--- config.mk ---
export PLATFORM = sky130hd
export DESIGN_NAME = bcd_seq_converter
export DESIGN_NICKNAME = d
export VERILOG_FILES = /design/src/rtl/bcd_seq_converter.sv
export SDC_FILE = /design/constraint.sdc
export NUM_CORES = 1
export LEC_CHECK = 0
export ABC_AREA = 1
export BUFFER_PORTS_ARGS = -buffer_cell sky130_fd_sc_hd__buf_2
export CAP_MARGIN = 20
export CELL_PAD_IN_SITES_DETAIL_PLACEMENT = 0
export CELL_PAD_IN_SITES_GLOBAL_PLACEMENT = 2
export CORE_MARGIN = 2
export CORE_UTILIZATION = 31
export CTS_CLUSTER_DIAMETER = 30
export CTS_CLUSTER_SIZE = 24
export DETAILED_ROUTE_END_ITERATION = 10
export GPL_ROUTABILITY_DRIVEN = 0
export PLACE_DENSITY = 0.74
export SLEW_MARGIN = 20
export SYNTH_ARGS = -nofsm -noshare
export SYNTH_HDL_FRONTEND = slang
export SYNTH_SLANG_ARGS = --single-unit
--- constraint.sdc ---
create_clock -name clk -period 1.4 [get_ports clk]
set_clock_uncertainty 0.2 [all_clocks]
set_input_delay 0.14 -clock clk [delete_from_list [all_inputs] [get_ports clk]]
set_output_delay 0.14 -clock clk [all_outputs]
set_load 0.02 [all_outputs]
--- src/rtl/bcd_seq_converter.sv ---
//------------------------------------------------------------------------------
// Module      : bcd_seq_converter
// Description : Sequential binary-to-BCD converter (shift-and-add-3), one bit
//               per clock, with start/busy/done handshake and overflow flag.
//               Optional macro SIGNED_EN: two's complement input, sign on neg.
// Revision    : 1.0 - initial release
//------------------------------------------------------------------------------
`default_nettype none

module bcd_seq_converter #(
    parameter int BIN_W  = 8,
    parameter int DIGITS = 3
) (
    input  logic                  clk,
    input  logic                  reset,
    input  logic                  start,
    input  logic [BIN_W-1:0]      binary,
    output logic                  busy,
    output logic                  done,
    output logic [4*DIGITS-1:0]   bcd,
    output logic                  overflow,
    output logic                  neg
);

    localparam int                 c_ACC_W    = 4 * DIGITS;
    localparam int                 c_CNT_W    = $clog2(BIN_W + 1);
    localparam logic [c_CNT_W-1:0] c_CNT_INIT = c_CNT_W'(BIN_W);

    typedef enum logic [1:0] {
        S_IDLE  = 2'd0,
        S_SHIFT = 2'd1,
        S_DONE  = 2'd2
    } state_t;

    state_t               r_state;
    state_t               w_next;
    logic [BIN_W-1:0]     r_shift;
    logic [c_ACC_W-1:0]   r_acc;
    logic [c_CNT_W-1:0]   r_cnt;
    logic                 r_ovf;
    logic [c_ACC_W-1:0]   r_bcd;
    logic                 r_overflow;
    logic [c_ACC_W-1:0]   w_adj;
    logic [BIN_W-1:0]     w_mag;
    logic                 w_accept;
    logic                 w_publish;

    assign w_accept  = (r_state == S_IDLE) && start;
    // The counter reaches zero after the last shift; that cycle hands off the result.
    assign w_publish = (r_state == S_SHIFT) && (r_cnt == '0);

`ifdef SIGNED_EN
    logic w_sign;
    logic r_sign;
    logic r_neg;

    assign w_sign = binary[BIN_W-1];
    // The most negative value negates to itself, which is the correct unsigned magnitude.
    assign w_mag  = w_sign ? (BIN_W'(0) - binary) : binary;

    always_ff @(posedge clk or posedge reset) begin
        if (reset) begin
            r_sign <= 1'b0;
            r_neg  <= 1'b0;
        end else begin
            if (w_accept) begin
                r_sign <= w_sign;
            end
            if (w_publish) begin
                r_neg <= r_sign;
            end
        end
    end

    assign neg = r_neg;
`else
    assign w_mag = binary;
    assign neg   = 1'b0;
`endif

    generate
        for (genvar k = 0; k < DIGITS; k++) begin : g_digit
            assign w_adj[4*k +: 4] = (r_acc[4*k +: 4] >= 4'd5) ? (r_acc[4*k +: 4] + 4'd3)
                                                                 : r_acc[4*k +: 4];
        end
    endgenerate

    always_ff @(posedge clk or posedge reset) begin
        if (reset) begin
            r_state <= S_IDLE;
        end else begin
            r_state <= w_next;
        end
    end

    always_comb begin
        w_next = r_state;
        case (r_state)
            S_IDLE:  if (start)        w_next = S_SHIFT;
            S_SHIFT: if (r_cnt == '0)  w_next = S_DONE;
            S_DONE:                    w_next = S_IDLE;
            default:                   w_next = S_IDLE;
        endcase
    end

    always_ff @(posedge clk or posedge reset) begin
        if (reset) begin
            r_shift    <= '0;
            r_acc      <= '0;
            r_cnt      <= '0;
            r_ovf      <= 1'b0;
            r_bcd      <= '0;
            r_overflow <= 1'b0;
        end else begin
            if (w_accept) begin
                r_shift <= w_mag;
                r_acc   <= '0;
                r_ovf   <= 1'b0;
                r_cnt   <= c_CNT_INIT;
            end else if (r_state == S_SHIFT) begin
                if (r_cnt != '0) begin
                    r_acc   <= {w_adj[c_ACC_W-2:0], r_shift[BIN_W-1]};
                    r_shift <= r_shift << 1;
                    r_ovf   <= r_ovf | w_adj[c_ACC_W-1];
                    r_cnt   <= r_cnt - c_CNT_W'(1);
                end else begin
                    r_bcd      <= r_acc;
                    r_overflow <= r_ovf;
                end
            end
        end
    end

    assign busy     = (r_state != S_IDLE);
    assign done     = (r_state == S_DONE);
    assign bcd      = r_bcd;
    assign overflow = r_overflow;

endmodule

`default_nettype wire
# --- After elaboration in Yosys (flattened, before gate mapping) ---
# Cells that the tools add are included.
# Widths: inputs -> output; s select.
totals:
  output_inout_bits: 16
  regBits: 40
  wordCells: 49
  input_bits: 11
classes:
  add_sub_neg: 4
  n_eq_ne: 4
  reduce_logical: 10
  bitwise: 3
  n_lt_le_gt_ge: 3
  n_mux: 18
ops:
  columns: ["operator", "count"]
  rows:
  - ["$mux 12", 3]
  - ["$mux 4", 6]
  - ["$mux 8", 3]
  - ["$add 4x2->4 const B", 3]
  - ["$ge 4x3->1 const B", 3]
  - ["$reduce_bool 2->1", 3]
  - ["$logic_not 4->1", 1]
  - ["$mux 2", 2]
  - ["$ne 2x2->1 const B", 2]
  - ["$pmux 2 s2", 1]
  - ["$reduce_and 2->1", 2]
  - ["$reduce_bool 4->1", 1]
  - ["$sub 4x1->4 const B", 1]
  - ["$mux 1", 3]
  - ["$reduce_and 3->1", 1]
  - ["$eq 2x1->1 const B", 1]
  - ["$eq 2x2->1 const B", 1]
  - ["$logic_not 2->1", 1]
  - ["$not 1->1", 2]
  - ["$logic_and 1x1->1", 1]
  - ["$or 1x1->1", 1]

# --- Depth between registers and ports, before layout ---
depth:
  ltp_word: 6
  depth_mapped: 9
  ltp_nobuf: 9

# --- Worst setup path after synthesis ---
# No wires, ideal clock.
synth_path:
  kind: "reg2reg"
  startpoint: "register r_cnt[0]"
  endpoint: "register r_shift[2]"
  setup_slack_ps: -70
  stages_incl_launch_ff: 9
  t_required_ps: 1073
  arrival_ps: 1143
  period_less_slack_ps: 1470
  path_cell_list: "dfrtp_1 -> inv_1 -> ha_1 -> nand2_2 -> nand2_4 -> inv_2 -> buf_6 -> nand2_1 -> o211ai_2"
synth_via:
  elab_chain_len: 3
synth_lines:
  columns: ["item", "line_no", "rtl"]
  rows:
  - ["from (decl)", "39", "logic [c_CNT_W-1:0] r_cnt;"]
  - ["from (signal assigned)", "119", "r_cnt <= c_CNT_INIT;"]
  - ["from (signal assigned)", "125", "r_cnt <= r_cnt - c_CNT_W'(1);"]
  - ["$reduce_bool 4->1", "121", "if (r_cnt != '0) begin"]
  - ["$reduce_bool 2->1 (no line)", null, null]
  - ["$reduce_and 2->1 (no line)", null, null]
  - ["to (signal assigned)", "116", "r_shift <= w_mag;"]
  - ["to (signal assigned)", "123", "r_shift <= r_shift << 1;"]
  - ["to (decl)", "37", "logic [BIN_W-1:0] r_shift;"]
# Every way passes these cells.
# A chain may end at the register's enable or synchronous reset.

# --- Final worst setup path ---
layout_path:
  startpoint: "register r_cnt[1]"
  endpoint: "register r_ovf"
layout_via:
  elab_chain_len: 3
layout_lines:
  columns: ["item", "line_no", "rtl"]
  rows:
  - ["$reduce_bool 4->1", "121", null]
  - ["$reduce_bool 2->1 (no line)", null, null]
  - ["$reduce_and 2->1 (no line)", null, null]
  - ["to (signal assigned)", "124", "r_ovf <= r_ovf | w_adj[c_ACC_W-1];"]
  - ["to (decl)", "40", "logic r_ovf;"]
# Every way passes these cells.

==> out/metrics.cfg <==
[status]
status = finished, violations left
violations = negative setup slack

[global_routing]
grt_first_pass_wirelength_um = 8110
grt_overflow = 0
grt_use_total = 0.142
antenna_found_initial = 0
grt_max_degree = 41
grt_pass1_vias = 1771

[timing]
setup_viol = 25
slew_viol_final = 0
rsz0062_at_grt = true
fin_ws_ps = -53.4
clock.fmax_mhz = 688
tns_ps = -504
hold_viol = 0
period_needed_ps = 1450
fin_crit_sh = 1.04

[worst_setup_path]
critPathArrivalTime_ps = 1470
end_kind = flop
crit_type = reg2reg
worstSetupStartpointType = flop
crit_path_max_fanout = 6
cp.required_ps = 1420

[route]
routedWlPerCell_um = 11.7
ant_nets = 0
drcViolationCount = 0
drt-vias-per-instance = 4.43
routed_wl_um = 4690
drt_iter0_drc = 63
drt_pass1_iterations = 4
via_count = 1772

[synth]
syn_area_um2 = 2010
synth_compound_area_frac = 0.116
synthSimpleGateAreaFrac = 0.249
synth_cell_types = 28
synth-seq-cells = 40
synth_xor_area_frac = 0.00436
syn-num-nets = 255
muxShareOfSynthArea = 0
synth_top_area_share = 0.498
synth_cells = 237
synthAdderAreaFrac = 0.0436
yosys.area.top_type = dfrtp_1
synth_top_family_by_area = simple AND/OR/NAND/NOR gates
postSynthAreaPerCell_um2 = 8.48
synth-seq-area-share = 0.498
ys.warnings.count = 0
async_flop_share = 1.00
synth_area_leaders = dfrtp_1 50%, nand2_1 15%, inv_1 4.7%
synth-edff-count = 0
ys.flop_type = dfrtp_1

[clocking]
h-tree-depth = 2
cts.sinks = 40
clock_latency_ps = 290
clock_path_buffers = 2
cts_tree = done
cts-root-buf = clkbuf_8
path_clk_slew_ps = 70
numCtsBuffers = 5

[placement]
hpwl_um = 3080
port_buffers = 25
placed_cell_area_um2 = 2540
dp_slack_ps = -77.6

[power_and_ir_drop]
ir_worst_vdd_v = 0.000809
powerDensity_nw_per_um2 = 2390
p_leak_nw = 1.51

[min_path]
hp-class = in2reg

[finish]
final_cell_area_um2 = 3010
syn_to_final_growth_pct = 49.8
layout_common_cells = 64 x nand2_1, 40 x dfrtp_1, 40 x buf_4, 23 x buf_2, 16 x nand2_2
layout_commonest_cell = nand2_1
antenna_cells = 0
layout-drive-gt1-share = 0.471
nets = 341

[floorplan]
die-area_um2 = 7140
die_w_um = 84.5
die_y_um = 84.5
row_count = 29
initial_utilization = 0.318
io_pins = 27
fp.coreArea_um2 = 6310

[job]
cap_viol_max_count = 0

registers in the layout, indices dropped and copies added, names as in the netlist:
register,count
bcd,12
overflow,1
r_acc,12
r_cnt,4
r_ovf,1
r_shift,8
r_state,2
worst paths after layout:
path	slack (ps)	cells after the start	end	from
setup / recovery	-50	8	r_ovf	r_cnt[1]
hold reg to reg	280	2	bcd[4]	bcd[4]
max in group asynchronous	540	4	r_state[0]	reset
setup reg to reg	-50	8	r_ovf	r_cnt[1]
min in group asynchronous	240	4	bcd[6]	reset
hold / removal	190	5	r_shift[1]	start
final cells by class:
cell class | instances | area (um2)
flip-flops and latches | 40 | 1000
clock buffers | 6 | 72.6
fillers | 629 | 3300
well taps | 77 | 96.3
multi-input cells | 161 | 1020
inverters | 28 | 114
repair buffers | 86 | 693
clock inverters | 1 | 5.00
repair inverters | 1 | 7.51
report_power, final:
part,leakage (nW),internal (W),switching (W),total [W]
Clock,0.0410,0.000339,0.000398,0.000737
Combinational,0.953,0.00215,0.00241,0.00455
Sequential,0.515,0.00164,0.000275,0.00192
Total,1.51,0.00413,0.00308,0.00721
synth_stat cells, types with 2 or more instances:
cell type	count
ha_1	7
nand2_4	2
nor2_1	11
nand3_2	2
o21ai_0	17
o21ai_2	3
nand4_1	3
o22ai_2	4
o21ai_1	7
buf_4	2
buf_2	2
dfrtp_1	40
nand3_1	14
inv_2	3
inv_1	25
nand2_1	79
buf_6	4
a21oi_1	2
repair_timing:
item / 4_1_cts / 5_1_grt
buffers inserted: 4 / 4
endpoints found under the setup margin: 37 / 39
pin swaps: 8 / 8
gates cloned: 0 / 1
hold endpoints to repair: 48 / 0
resized for setup: 40 / 40
hold buffers: 9 / 0
worst max-delay path, cell delays in order (launching register included):
cell and delay (ps):
dfrtp_1 360, inv_2 60, ha_4 160, nand2_2 80
nand2_4 80, buf_6 150, nor2_2 100, nand2_1 70
a21oi_2 120
kinds of logic (layout without fill, tap and decap cells):
group | count (synthesis) | in the layout
simple gates | 116 | 116
flops | 40 | 40
compound gates | 36 | 36
buf+inv | 36 | 122
fa+ha+maj | 7 | 7
other cells | 1 | 1
xor+xnor | 1 | 1
per-stage QoR:
stage	total power, W	util	hold slack, ps	instances
floorplan	0.00419	-	56.6	237
global placement	0.00558	0.402	17.9	375
detailed placement	0.00560	0.402	22.7	375
CTS	0.00684	0.451	180	395
global route	0.00787	0.477	212	400
finish	0.00721	0.477	186	400
routing by layer:
| metal | vias to the layer above | track usage | wire length, um | part of all wire |
|---|---|---|---|---|
| met4 | 0 | 0.0390 | 57 | 0.012 |
| met5 | - | 0 | 0 | 0 |
| met3 | 7 | 0.0393 | 136 | 0.029 |
| li1 | 925 | - | - | - |
| met1 | 818 | 0.180 | 2200 | 0.47 |
| met2 | 22 | 0.238 | 2300 | 0.49 |
Power figures use the tool's default switching activity.
